[config.mk]
export PLATFORM = sky130hd
export DESIGN_NAME = uart_rx_at_parser
export DESIGN_NICKNAME = d
export VERILOG_FILES = /design/src/rtl/uart_rx_at_parser.sv
export SDC_FILE = /design/constraint.sdc
export NUM_CORES = 1
export LEC_CHECK = 0
export CAP_MARGIN = 20
export CORE_UTILIZATION = 35
export DETAILED_ROUTE_END_ITERATION = 10
export PLACE_DENSITY_LB_ADDON = 0.05
export SLEW_MARGIN = 10
export SYNTH_ARGS = -nofsm -noshare
export SYNTH_HDL_FRONTEND = slang
export SYNTH_SLANG_ARGS = --single-unit
[constraint.sdc]
create_clock -name iCLK -period 3.5 [get_ports iCLK]
set_input_delay 0.525 -clock iCLK [delete_from_list [all_inputs] [get_ports iCLK]]
set_output_delay 0.525 -clock iCLK [all_outputs]
set_load 0.01 [all_outputs]
[src/rtl/uart_rx_at_parser.sv]
// 8N1 UART receiver for the ESP8266 link with an "OK\r\n" / "ERROR\r\n" response matcher.
// receiver_OK / receiver_ERR are sticky until uart_tx re-arms them with a receive_ok_en rising edge.
module uart_rx_at_parser #(
  parameter int CLK       = 50_000_000,
  parameter int BAUD_RATE = 115200,
  parameter int DIV_NUM   = CLK / BAUD_RATE,
  parameter int HALF_DIV  = DIV_NUM / 2
) (
  input  logic       iCLK,
  input  logic       RST_n,
  input  logic       rx,
  input  logic       receive_ok_en,
  output logic [7:0] rx_data,
  output logic       rx_valid,
  output logic       frame_err,
  output logic       receiver_OK,
  output logic       receiver_ERR
);

  typedef enum logic [1:0] {IDLE, START, DATA, STOP} state_t;

  state_t      state_q, state_d;
  logic        rx_m_q, rx_s_q, rx_d_q, en_q;
  logic [15:0] cnt_q, cnt_d;
  logic [2:0]  bit_cnt_q, bit_cnt_d;
  logic [7:0]  shift_q, shift_d, rx_data_q, rx_data_d;
  logic        rx_valid_q, rx_valid_d, frame_err_q, frame_err_d;
  logic [1:0]  ok_idx_q, ok_idx_d;
  logic [2:0]  err_idx_q, err_idx_d;
  logic        ok_flag_q, ok_flag_d, err_flag_q, err_flag_d;
  logic        fall, rearm, ok_set, err_set;

  function automatic logic [7:0] ok_chr(input logic [1:0] idx);
    case (idx)
      2'd0:    ok_chr = 8'h4F;
      2'd1:    ok_chr = 8'h4B;
      2'd2:    ok_chr = 8'h0D;
      default: ok_chr = 8'h0A;
    endcase
  endfunction

  function automatic logic [7:0] err_chr(input logic [2:0] idx);
    case (idx)
      3'd0:    err_chr = 8'h45;
      3'd1:    err_chr = 8'h52;
      3'd2:    err_chr = 8'h52;
      3'd3:    err_chr = 8'h4F;
      3'd4:    err_chr = 8'h52;
      3'd5:    err_chr = 8'h0D;
      default: err_chr = 8'h0A;
    endcase
  endfunction

  always_ff @(posedge iCLK or negedge RST_n) begin
    if (!RST_n) begin
      rx_m_q      <= 1'b1;
      rx_s_q      <= 1'b1;
      rx_d_q      <= 1'b1;
      en_q        <= 1'b0;
      state_q     <= IDLE;
      cnt_q       <= '0;
      bit_cnt_q   <= '0;
      shift_q     <= '0;
      rx_data_q   <= '0;
      rx_valid_q  <= 1'b0;
      frame_err_q <= 1'b0;
      ok_idx_q    <= '0;
      err_idx_q   <= '0;
      ok_flag_q   <= 1'b0;
      err_flag_q  <= 1'b0;
    end else begin
      rx_m_q      <= rx;
      rx_s_q      <= rx_m_q;
      rx_d_q      <= rx_s_q;
      en_q        <= receive_ok_en;
      state_q     <= state_d;
      cnt_q       <= cnt_d;
      bit_cnt_q   <= bit_cnt_d;
      shift_q     <= shift_d;
      rx_data_q   <= rx_data_d;
      rx_valid_q  <= rx_valid_d;
      frame_err_q <= frame_err_d;
      ok_idx_q    <= ok_idx_d;
      err_idx_q   <= err_idx_d;
      ok_flag_q   <= ok_flag_d;
      err_flag_q  <= err_flag_d;
    end
  end

  assign fall = rx_d_q & ~rx_s_q;

  always_comb begin
    state_d     = state_q;
    cnt_d       = cnt_q + 16'd1;
    bit_cnt_d   = bit_cnt_q;
    shift_d     = shift_q;
    rx_data_d   = rx_data_q;
    rx_valid_d  = 1'b0;
    frame_err_d = 1'b0;
    case (state_q)
      IDLE: begin
        cnt_d = '0;
        if (fall) state_d = START;
      end
      START: begin
        if (cnt_q == 16'(HALF_DIV - 1)) begin
          cnt_d     = '0;
          bit_cnt_d = '0;
          state_d   = rx_s_q ? IDLE : DATA;
        end
      end
      DATA: begin
        if (cnt_q == 16'(DIV_NUM - 1)) begin
          cnt_d              = '0;
          shift_d[bit_cnt_q] = rx_s_q;
          if (bit_cnt_q == 3'd7) state_d = STOP;
          else                   bit_cnt_d = bit_cnt_q + 3'd1;
        end
      end
      default: begin
        if (cnt_q == 16'(DIV_NUM - 1)) begin
          cnt_d   = '0;
          state_d = IDLE;
          if (rx_s_q) begin
            rx_data_d  = shift_q;
            rx_valid_d = 1'b1;
          end else begin
            frame_err_d = 1'b1;
          end
        end
      end
    endcase
  end

  // Matcher consumes the registered byte, so flags land one cycle after rx_valid.
  always_comb begin
    ok_idx_d  = ok_idx_q;
    err_idx_d = err_idx_q;
    ok_set    = 1'b0;
    err_set   = 1'b0;
    if (frame_err_q) begin
      ok_idx_d  = '0;
      err_idx_d = '0;
    end else if (rx_valid_q) begin
      if (rx_data_q == ok_chr(ok_idx_q)) begin
        if (ok_idx_q == 2'd3) begin
          ok_idx_d = '0;
          ok_set   = 1'b1;
        end else begin
          ok_idx_d = ok_idx_q + 2'd1;
        end
      end else begin
        ok_idx_d = (rx_data_q == 8'h4F) ? 2'd1 : 2'd0;
      end
      if (rx_data_q == err_chr(err_idx_q)) begin
        if (err_idx_q == 3'd6) begin
          err_idx_d = '0;
          err_set   = 1'b1;
        end else begin
          err_idx_d = err_idx_q + 3'd1;
        end
      end else begin
        err_idx_d = (rx_data_q == 8'h45) ? 3'd1 : 3'd0;
      end
    end
  end

  assign rearm      = receive_ok_en & ~en_q;
  assign ok_flag_d  = ok_set  | (ok_flag_q  & ~rearm);
  assign err_flag_d = err_set | (err_flag_q & ~rearm);

  assign rx_data      = rx_data_q;
  assign rx_valid     = rx_valid_q;
  assign frame_err    = frame_err_q;
  assign receiver_OK  = ok_flag_q;
  assign receiver_ERR = err_flag_q;

endmodule

# After elaboration in Yosys (flattened, before gate mapping)
# Index checks and enable logic that the tools add are counted.
# word_totals
regBits	50
latch_bits	0
ram_bits	0
romBits	0
output_inout_bits	12
n_memories	0
# op_classes
n_addsub	4
multipliers	0
div	0
magnitude_cmp	2
eq_ne	23
shift	0
muxes	47
bitwise_logic	10
n_reduce_logical	13
# op_table
op	n
16-bit two-way mux	2
8-bit two-way mux	4
16-bit case mux with 2 select lines	1
7-bit case mux with 4 select lines	1
3-bit two-way mux	7
7-bit case mux with 3 select lines	1
2-bit two-way mux	10
1-bit two-way mux	17
16-bit by 1-bit adder with 16-bit output (second input constant)	1
16-bit by 8-bit equality test with 1-bit output (second input constant)	1
16-bit by 9-bit equality test with 1-bit output (second input constant)	1
8-bit by 7-bit equality test with 1-bit output (second input constant)	2
8-bit equality test	2
3-bit equality test (second input constant)	4
2-bit inequality test (second input constant)	5
8-bit bitwise mux	1
3-bit by 1-bit adder with 3-bit output (second input constant)	2
2-bit equality test (second input constant)	3
3-bit by 2-bit equality test with 1-bit output (second input constant)	2
2-bit case mux with 3 select lines	1
3-bit case mux with 2 select lines	1
3-bit OR reduction	2
5-bit AND reduction	1
1-bit bitwise AND	4
other kinds (16)	23

# Longest topological paths before layout
# Gate-level depths: netlist of the first run.
# logic_depth
depth_word	10
ltp_mapped	8
mapped_depth_nobuf	7

# Worst setup path after synthesis of the first run
# No wires, ideal clock.
# synth_timing
kind	flip-flop to flip-flop
from	register err_idx_q[0]
to	register err_flag_q, in the netlist receiver_ERR
setup_time_ns	0.104
arrival_ns	2.431
slack_ns	0.965
path_stages_with_launch	9
synth_period_minus_slack_ns	2.535
path_cell_list	dfrtp_1 -> buf_2 -> and2_1 -> ha_1 -> or4b_2 -> nand4b_1 -> a31oi_1 -> or4_4 -> o41ai_2
# synth_via
elab_chain_cells	10
# synth_lines
item	line_no	text
start, declared	29	logic [2:0] err_idx_q, err_idx_d;
start signal, assigned	84	err_idx_q <= err_idx_d;
3-bit equality test, or another cell as far along	43	case (idx)
3-bit OR reduction (no source line)	-	
7-bit case mux with 4 select lines	43	
8-bit two-way mux	144	end else if (rx_valid_q) begin
8-bit two-way mux	141	if (frame_err_q) begin
8-bit equality test	155	if (rx_data_q == err_chr(err_idx_q)) begin
1-bit two-way mux (*)	155	
1-bit two-way mux (*)	144	
1-bit two-way mux (*)	141	
1-bit bitwise OR (*)	170	assign err_flag_d = err_set | (err_flag_q & ~rearm);
named net err_flag_d	30	logic ok_flag_q, ok_flag_d, err_flag_q, err_flag_d;
end signal, assigned	86	err_flag_q <= err_flag_d;
end, declared	30	
# The timed path passes the listed nets; every way through them passes the cells marked *. The select of a mux whose other input is x is not followed.
# A chain may end at the register's enable or synchronous reset.

# Worst setup path after layout of the first run
# Same ends and word-level chain as after synthesis.

==> qor.csv, run 1 <==
metric,value,unit
setup_viol,0,
yosysTopAreaCell,dfrtp_1,
cts-buffers-inserted,5,
row_count,31,
startpoint_type,flip-flop,
fin_crit_sh,78.3,%
worstSetupPathType,reg2reg,
setup_slack,0.761,ns
peakVddDrop,0.193,mV
diodes,0,
powerDensity,439,nW/um2
synth_fa_ha_area_share,5.58,%
post_drt_wl_per_cell,13.9,um
yosysMostFrequentCell,dfrtp_1,
placed_cells,366,
yosysWarnings,0,
coreArea,7290,um2
post-place-ws,0.774,ns
ys.flop_type,dfrtp_1,
antenna_found_initial,0,
finalSetupTns,0,ns
status,"finished, final reports clean",
synth-xor-area-share,6.57,%
timing.slew.headroom,48.5,%
die_width,89.3,um
track_usage,14.3,%
clkLatencyLatePin,0.31,ns
final_hold_viol_count,0,
synth-compound-area-share,8.35,%
dp_hpwl,3.76,mm
synth_common_cells,"47 x dfrtp_1, 31 x nor2_1, 16 x mux2_2",
setup.worst_path.end_class,flip-flop,
ys_types,50,
synth_simple_gate_area_share,21.1,%
crit_slowest_cell,or4b_2,
clockBufferDepth,2,
initial_core_util,36.6,%
fp.dieH,89.3,um
synth_top_area_share,44.1,%
route.vias.total,1864,
place_area,2910,um2
cap_violations,0,
required,3.71,ns
syn_inst,259,
clock-sinks,50,
fin_cells,374,
synthesis.nets,274,
crit_chain,and2_1 -> ha_1 -> or4b_2 -> nand4b_1 -> a31oi_1 -> or4_4 -> o41ai_2,
port_buffers,15,
cts_tree,done,
ant_nets,0,
h-tree-depth,2,
fin_nets,289,
cp_data_arrival_time,2.95,ns
total_power,1.33,mW
num_io_pins,16,
max_stage_delay,0.60,ns
fp.dieArea,7970,um2
worstMarginPinSlew,0.772,ns
min_path_type,in2async,
nFillCells,762,
ctsResizeCount,0,
rsz0062_at_grt,no,
netlist_top_cells_area,"dfrtp_1 44%, mux2_2 6.8%, ha_1 5.2%, nor2_1 4.4%, xnor2_1 3.9%",
drc,0,
wl,5.21,mm
grt_pass1_wl,8.61,mm
grt_remaining_overflow,0,
final_cell_area,3030,um2
min_period,2.74,ns
fin_skew,0.0134,ns
synth_area_per_cell,10.3,um2
place_congestion,0.782,
worst-path-max-fanout,13,
synth_mux_area_share,7.51,%
synth_top_family_by_area,simple AND/OR/NAND/NOR gates,
drtIter0Drc,69,
ys_seq_area_share,47.1,%
fmax,365,MHz
ys_ff_latch,50,
synthArstFlopShare,100,%
cts-root-buf,clkbuf_8,
synthToLayoutAreaGrowth,13.6,%
grt_pass1_vias,1732,
avgViaCountPerCell,4.98,
cts_hold_buffers,0,
clk_pin_slew,0.10,ns
post_cts_buffers,0,
p_leak,1.30,nW
dr.pass1.iters,4,
synth_edf_count,0,
final_layout_size_suffix_gt1_share,14.2,%
slew_violations,0,
mappedNetlistArea,2670,um2
grt_max_degree,34,
## critical path: cells and delay by family (launching register included)
family | cells | cell delay (ns)
AND/OR/NAND/NOR | 4 | 1.37
flip-flops | 1 | 0.59
AO/OA/AOI/OAI | 2 | 0.41
adder cells (fa/ha/maj) | 1 | 0.26
## logic make-up after synthesis
family                   count (synthesis)
buffers and inverters                   24
XOR/XNOR                                20
AND/OR/NAND/NOR                        105
multiplexers                            18
adder cells (fa/ha/maj)                 12
flip-flops                              50
AO/OA/AOI/OAI                           30
## metrics by stage
step | util (%) | hold WS (ns)
after floorplan | - | 0.229
after global placement | 39.9 | 0.354
after detailed placement | 39.9 | 0.349
after CTS | 41.5 | 0.310
after global routing | 41.5 | 0.335
final | 41.5 | 0.284
## area by class of cell
class / instances / area (um2) / area share [%]
inverter: 13 / 48.8 / 1.61
sequential: 50 / 1250 / 41.4
clock inverter: 3 / 47.5 / 1.57
tap: 99 / 124 / 4.09
multi-input combinational: 185 / 1310 / 43.2
timing repair buffer: 19 / 175 / 5.79
clock buffer: 5 / 68.8 / 2.27
## final timing paths
path                               from            to  slack [ns]  cells after the start
min                               RST_n  bit_cnt_q[1]        0.28                      1
max                        err_idx_q[0]  receiver_ERR        0.76                      7
min reg2reg                      rx_m_q        rx_s_q        0.36                      0
max reg2reg                err_idx_q[0]  receiver_ERR        0.76                      7
min in group iCLK                rx_m_q        rx_s_q        0.36                      0
max in group asynchronous         RST_n      rx_valid        2.49                      2
## metal layers
layer | vias up | track usage (%) | share of wire (%)
met5 | - | 0 | 0
met4 | 0 | 4.33 | 0.73
met3 | 5 | 3.05 | 2.1
met2 | 16 | 21.8 | 45
met1 | 900 | 20.3 | 53
li1 | 943 | - | -
## flip-flops by register name, indices dropped and copies added (netlist names), 2 cells and up
signal     cells
rx_data        8
shift_q        8
ok_idx_q       2
err_idx_q      3
cnt_q         16
bit_cnt_q      3
state_q        2
## power breakdown
part           leakage [nW]  total, mW  internal [mW]  switching (mW)
Combinational         0.581      0.189         0.0854           0.104
Clock                0.0587      0.428          0.217           0.211
Sequential            0.665      0.712          0.632          0.0798
## cell usage in the layout (no fill, tap or decap), types with 8 or more instances in the layout
| cell | synthesis | layout |
|---|---|---|
| dfrtp_1 | 47 | 47 |
| nor2_1 | 31 | 31 |
| mux2_2 | 16 | 16 |
| nand3_1 | 15 | 15 |
| clkdlybuf4s50_1 | 0 | 14 |
| inv_1 | 13 | 13 |
| xnor2_1 | 12 | 12 |
| nand2_1 | 11 | 11 |
| ha_1 | 11 | 11 |
| xor2_1 | 8 | 8 |
(Power assumes the default switching activity.)
==> run 2, diff against run 1 <==
Clock period 3.5 ns to 2.8 ns, I/O delays scaled along.
==> qor.csv, run 2 (synthesis gave the netlist of run 1 again) <==
metric,value,unit,change
status,"finished, final reports clean",,
crit_chain,and2_1 -> ha_1 -> or4b_2 -> nand4b_1 -> a31oi_1 -> or4_4 -> o41ai_2,,
final_layout_size_suffix_gt1_share,15.4,%,+1.2 points
powerDensity,515,nW/um2,+17%
grt_pass1_wl,9.19,mm,+6.7%
cap_violations,0,,unchanged
clk_pin_slew,0.10,ns,about the same
nFillCells,771,,+1.2%
cts_tree,done,,
fin_util,41.6,%,+0.10 points
clockBufferDepth,2,,unchanged
synthToLayoutAreaGrowth,13.8,%,
crit_slowest_cell,or4b_2,,
mostFrequentLayoutCell,dfrtp_1,,
crit_family,simple AND/OR/NAND/NOR gates,,
drtIter0Drc,41,,-41%
route.vias.total,1908,,+2.4%
cts-root-buf,clkbuf_8,,
worstMarginPinSlew,0.660,ns,-0.112 ns
setup_slack,0.305,ns,-0.456 ns
register_area,1250,um2,unchanged
worst-path-max-fanout,8,,-5
post-place-ws,0.312,ns,-0.462 ns
timing.slew.headroom,56.0,%,+7.5 points
place_congestion,0.801,,+2.4%
post_cts_buffers,0,,unchanged
final_hold_viol_count,0,,unchanged
dr.pass1.iters,4,,unchanged
startpoint_type,flip-flop,,
final_cell_mix,"47 x dfrtp_1, 31 x nor2_1, 16 x mux2_2, 15 x nand3_1, 14 x clkdlybuf4s50_1",,
cp_data_arrival_time,2.70,ns,-0.25 ns
dp_hpwl,3.79,mm,+0.86%
h-tree-depth,2,,unchanged
diodes,0,,unchanged
fmax,401,MHz,+9.8%
multi_input_area,1310,um2,unchanged
worstSetupPathType,reg2reg,,
post_drt_wl_per_cell,14.0,um,+0.18%
fp.dieArea,7970,um2,unchanged
finalSetupTns,0,ns,unchanged
row_count,31,,unchanged
fin_nets,293,,+1.4%
cp_num_buf_inv,0,,unchanged
setup_viol,0,,unchanged
top_register,cnt_q,,
initial_core_util,36.6,%,unchanged
clock-sinks,50,,unchanged
antenna_found_initial,0,,unchanged
coreArea,7290,um2,unchanged
ctsResizeCount,0,,unchanged
required,3.00,ns,-0.71 ns
fin_skew,0.0122,ns,-0.00123 ns
largest_reg_flops,16,,unchanged
grt_pass1_vias,1873,,+8.1%
wl,5.28,mm,+1.2%
min_period,2.50,ns,-0.244 ns
slew_violations,0,,unchanged
cts-buffers-inserted,5,,unchanged
cts_hold_buffers,0,,unchanged
grt_remaining_overflow,0,,unchanged
drc,0,,unchanged
grt_max_degree,30,,-12%
avgViaCountPerCell,5.05,,+1.3%
num_io_pins,16,,unchanged
fp.dieH,89.3,um,unchanged
setup.worst_path.end_class,flip-flop,,
fin_crit_sh,89.1,%,+11 points
ant_nets,0,,unchanged
die_width,89.3,um,unchanged
rsz0062_at_grt,no,,
min_path_type,in2async,,
peakVddDrop,0.190,mV,-1.4%
max_stage_delay,0.62,ns,+0.02 ns
p_leak,1.31,nW,+0.55%
clkLatencyLatePin,0.31,ns,about the same
port_buffers,15,,unchanged
track_usage,15.1,%,+0.78 points
[run 2: path summary, 6_finish.rpt]
path	startpoint	end	slack, ns	depth (start not counted)
setup / recovery	err_idx_q[0]	receiver_ERR	0.30	7
hold / removal	RST_n	shift_q[3]	0.14	1
setup reg to reg	err_idx_q[0]	receiver_ERR	0.30	7
hold reg to reg	rx_m_q	rx_s_q	0.36	0
max in group asynchronous	RST_n	rx_data[0]	2.02	2
min in group iCLK	rx_m_q	rx_s_q	0.36	0
[run 2: report_power, final]
part           total (mW)  internal (mW)  leakage (nW)  switching (mW)
combinational       0.231          0.106         0.602           0.125
clock               0.440          0.181        0.0447           0.259
sequential          0.892          0.790         0.665           0.102
total                1.56           1.08          1.31           0.485
[run 2: worst reg2reg max path: stages, from the launching register on]
cell,delay [ns]
dfrtp_1,0.35
and2_1,0.13
ha_1,0.29
or4b_2,0.62
nand4b_1,0.12
a31oi_1,0.10
or4_4,0.47
o41ai_2,0.31
[run 2: cell type report]
class / instances / share of cell area, %
multi-input combinational: 185 / 43.1
sequential: 50 / 41.3
timing repair buffer: 23 / 6.76
tap: 99 / 4.08
clock buffer: 5 / 2.27
inverter: 13 / 1.61
clock inverter: 3 / 0.824
[run 2: through the flow]
| step | power, mW | std cells | hold slack, ns | cell area (um2) |
|---|---|---|---|---|
| after floorplan | 1.06 | 259 | 0.124 | 2670 |
| after global placement | 1.14 | 370 | 0.353 | 2940 |
| after detailed placement | 1.14 | 370 | 0.349 | 2940 |
| after CTS | 1.60 | 378 | 0.162 | 3040 |
| after global routing | 1.68 | 378 | 0.187 | 3040 |
| final | 1.56 | 378 | 0.139 | 3040 |
[run 2: routing by layer]
layer | GRT usage [%] | part of all wire [%]
met3 | 3.05 | 1.8
met5 | 0 | 0
met4 | 4.33 | 0.64
met1 | 19.9 | 50
met2 | 25.0 | 47
==> variant 1 (flow settings as in run 2) <==
Put one more register stage on the output `rx_data`, with the module's reset. The value now appears one clock later. The other outputs are not delayed to match.
--- a/src/rtl/uart_rx_at_parser.sv
+++ b/src/rtl/uart_rx_at_parser.sv
@@ -171,3 +171,9 @@
 
-  assign rx_data      = rx_data_q;
+  always_ff @(posedge iCLK or negedge RST_n) begin
+    if (!RST_n) begin
+      rx_data <= '0;
+    end else begin
+      rx_data <= rx_data_q;
+    end
+  end
   assign rx_valid     = rx_valid_q;
Check against the original RTL: no difference found for any inputs over 10 cycles, from zero or initial values and one cycle with RST_n low; that may be too few to reach the edited logic, so the function may still have changed.
==> variant 1 against run 2 <==
  * Final cell count rose by 4.5%
  * Synthesized area rose by 8.6%
  * Critical path depth rose by 1
  * Via count rose by 3.1%
  * Routed wire length rose by 5.7%
  * Worst hold slack got worse by 0.0042 ns
  * Final area rose by 11%
  * Power rose by 31%
  * Combinational power fell by 36%
  * Sequential cell count rose by 8
  * Sequential share of layout area rose by 1.7 points
  * Worst setup slack improved by 0.31 ns
==> variant 1: results (changes against run 2) <==
fraction of area in non-clock buffers: 0.0511 (-0.0165)
Reg clk slew, reported paths: 0.08 ns (-0.02 ns)
maximum vdd drop: 0.238 mV (+26%)
routed via count: 1968 (+3.1%)
first-pass GRT wire length: 9850 um (+7.2%)
vias per cell: 4.98 (-1.3%)
crit path max fanout: 5 (-3)
pre-CTS setup slack: 0.581 ns (+0.269 ns)
initial drt markers: 65 (+59%)
Area growth, synth to finish: 16.6%
FF-to-FF End: ok_idx_q[0]
Max Freq: 457 MHz (+14%)
nonclk buf count: 17 (-26%)
R2R Setup Slk: 0.61 ns (+0.31 ns)
fraction of layout cells with a size suffix above 1: 0.160 (+0.00629)
nonclk inv count: 12 (-1)
Register-to-Register Path Depth: 8 (+1)
status: completed
post-synthesis average cell area: 10.5 um2 (+2.3%)
Met2 Wirelength: 2640 um (+5.7%)
largest net degree at the start of global routing: 31 (+3.3%)
routed wire length on met3: 135 um (+45%)
Slew HR: 0.513 (-0.0468)
worst clock skew: 0.00827 ns (-0.00391 ns)
M1 WL: 2700 um (+1.8%)
R2R Path Start: ok_idx_q[0]
H-tree depth: 3 (+1)
-- variant 1: changes by cell type in the layout (fill, tap and decap cells not counted), moves of 3 or more --
cell / run 2 / this run
nor2_1: 31 / 36
bufinv_16: 0 / 3
xnor2_1: 12 / 6
dfrtp_1: 47 / 55
nand2_1: 11 / 19
and3_1: 5 / 2
a21oi_1: 1 / 6
clkbuf_8: 5 / 9
o21ai_0: 7 / 3
buf_4: 8 / 1
xor2_1: 8 / 13
o31ai_1: 0 / 3
-- variant 1: where the power goes --
group / leakage [nW] / total, mW / internal, mW / switching [mW]
Clock: 0.120 / 0.968 / 0.599 / 0.370
Combinational: 0.581 / 0.147 / 0.0665 / 0.0807
Sequential: 0.788 / 0.932 / 0.878 / 0.0541
-- variant 1: worst max-delay path, cell delays in order (launching register included) --
cell,delay [ns]
dfrtp_1,0.42
inv_1,0.10
ha_1,0.23
or3_1,0.31
a21oi_1,0.15
a22oi_1,0.08
nor3_1,0.41
nand2_1,0.10
a311oi_1,0.29
-- variant 1: routing by layer --
layer,vias to the layer above,track usage
met4,0,0.0782
met1,952,0.200
met2,21,0.224
met5,-,0
met3,8,0.0263
li1,987,-
-- variant 1: cell families after synthesis --
| family | Yosys count | synth area share |
|---|---|---|
| xor gates and xnor gates | 19 | 0.0575 |
| adders and majority gates | 12 | 0.0510 |
| AOI/OAI and AO/OA | 26 | 0.0618 |
| muxes | 19 | 0.0730 |
| and+or+nand+nor | 114 | 0.216 |
| buffers and inverters | 27 | 0.0385 |
| DFF | 58 | 0.503 |
==> variant 2 (flow settings as in run 2) <==
Without the edit above. The parameter `CLK` goes from 50_000_000 to 25_000_000.
--- a/src/rtl/uart_rx_at_parser.sv
+++ b/src/rtl/uart_rx_at_parser.sv
@@ -3,3 +3,3 @@
 module uart_rx_at_parser #(
-  parameter int CLK       = 50_000_000,
+  parameter int CLK       = 25_000_000,
   parameter int BAUD_RATE = 115200,
Function: same outputs for any inputs over 10 cycles, from zero or initial values and one cycle with RST_n low; that may be too few to reach the edited logic, so the function may still have changed.
==> variant 2 against run 2 <==
  * Final cell count down 1.9%
  * Worst hold slack better by 0.078 ns
  * Power up 1.7%
  * Clock power up 43%
  * Sequential cell count unchanged
  * Via count down 2.9%
  * Final area down 0.25%
  * Critical path depth unchanged
  * Worst setup slack better by 0.22 ns
  * Synthesized area down 1.4%
  * Synthesized cell count down 1.5%
  * Routed wire length down 1.9%
  * Largest cell class unchanged
==> variant 2: results (changes against run 2) <==
mux cell area share after synthesis: 0.0857 (+0.0106)
first-pass GRT wire length: 8870 um (-3.4%)
Setup Buffers After CTS: 0 (unchanged)
routed wire length: 5180 um (-1.9%)
All-Layer GR Usage: 0.148 (-0.00232)
CTS Root Cell: clkbuf_8
Met2 Wirelength: 2430 um (-2.9%)
max layer used: met4
Clk pwr share: 0.397 (+0.115)
WHS: 0.217 ns (+0.0784 ns)
routed wire length on met3: 113 um (+22%)
post-synthesis adder-cell area fraction: 0.0514 (-0.00444)
largest net degree at the start of global routing: 51 (+70%)
met2 Track Usage GR: 0.240 (-0.00997)
worst clock skew: 0.00789 ns (-0.00428 ns)
syn nets: 269 (-1.8%)
GR Util met3: 0.0280 (-0.00249)
YS warnings: 0 (unchanged)
compound-cell area share of the yosys netlist: 0.0695 (-0.0140)
R2R Path Start: err_idx_q[2]
top cells by count, synth: dfrtp_1, nor2_1, mux2_2, nand2_1, xor2_1
Nets: 285 (-2.7%)
first drt pass iteration count: 4 (unchanged)
fraction of layout cells with a size suffix above 1: 0.143 (-0.0107)
Slew @ Worst Pin: 0.648 ns (-0.0118 ns)
initial drt markers: 83 (+100%)
R2R Setup Slk: 0.53 ns (+0.22 ns)
Reg clk slew, reported paths: 0.10 ns (about the same)
Num CTS Buffers: 5 (unchanged)
ANT cells: 0 (unchanged)
hpwl dp: 3550 um (-6.4%)
GR Util met1: 0.204 (+0.00433)
Area contributors post-synth: dfrtp_1, mux2_2, nor2_1
vias in the first global route: 1792 (-4.3%)
maximum vdd drop: 0.311 mV (+64%)
sequential-to-total area share from yosys stat: 0.477 (+0.00672)
switching share of total power: 0.241 (-0.0696)
combinational power: 0.145 mW (-37%)
crit path max fanout: 11 (+3)
status: completed
Post-Synth XOR/XNOR Area: 0.0633 (-0.00239)
GPL Wtd Cong: 0.771 (-3.8%)
routed via count: 1852 (-2.9%)
post-synth cell types: 50 (unchanged)
CP arrival: 2.48 ns (-0.22 ns)
M1 WL: 2590 um (-2.1%)
Largest Register: cnt_q
FF-to-FF End: err_idx_q[1]
leakage: 1.32 nW (+0.57%)
==> variant 2: changes by cell type in the layout (fill, tap and decap cells not counted), moves of 3 or more <==
cell,change
a21oi_1,+4
buf_4,-5
nand2_1,+6
nand3_1,-5
nor2_1,+9
o21ai_0,-3
xnor2_1,-6
xor2_1,+5
==> variant 2: per-stage QoR <==
stage / total power, mW / utilization / cell area, um2 / instances / setup WS, ns
detailed placement: 0.975 / 0.398 / 2890 / 363 / 0.532
global route: 1.67 / 0.417 / 3030 / 371 / 0.289
finish: 1.59 / 0.417 / 3030 / 371 / 0.526
floorplan: 0.918 / - / 2630 / 255 / 0.646
CTS: 1.61 / 0.417 / 3030 / 371 / 0.510
global placement: 0.975 / 0.398 / 2890 / 363 / 0.557
==> variant 2: worst max-delay path by stage <==
stage                               to          from  depth (start not counted)  slack, ns
after floorplan             shift_q[0]     cnt_q[14]                          6       0.65
after global placement      shift_q[0]     cnt_q[13]                          7       0.56
after CTS                 bit_cnt_q[0]      cnt_q[9]                          6       0.51
after detailed placement  bit_cnt_q[0]     cnt_q[10]                          6       0.53
after global routing      err_idx_q[0]  err_idx_q[2]                          8       0.29
final                     err_idx_q[1]  err_idx_q[2]                          7       0.53
==> variant 2: layout make-up <==
type	instances	area [um2]
Multi-Input combinational cell	185	1300
Sequential cell	50	1250
Tap cell	99	124
Fill cell	726	4230
Clock buffer	6	82.6
Inverter	11	41.3
Clock inverter	2	60.1
Timing Repair Buffer	18	168
==> variant 2: critical path, cell delays in order, from the launching register on <==
cell and delay [ns]:
dfrtp_1 0.58, inv_1 0.14, ha_1 0.30, nor4b_1 0.34
a31oi_1 0.07, o22ai_1 0.15, o2111ai_1 0.28, o32ai_1 0.33
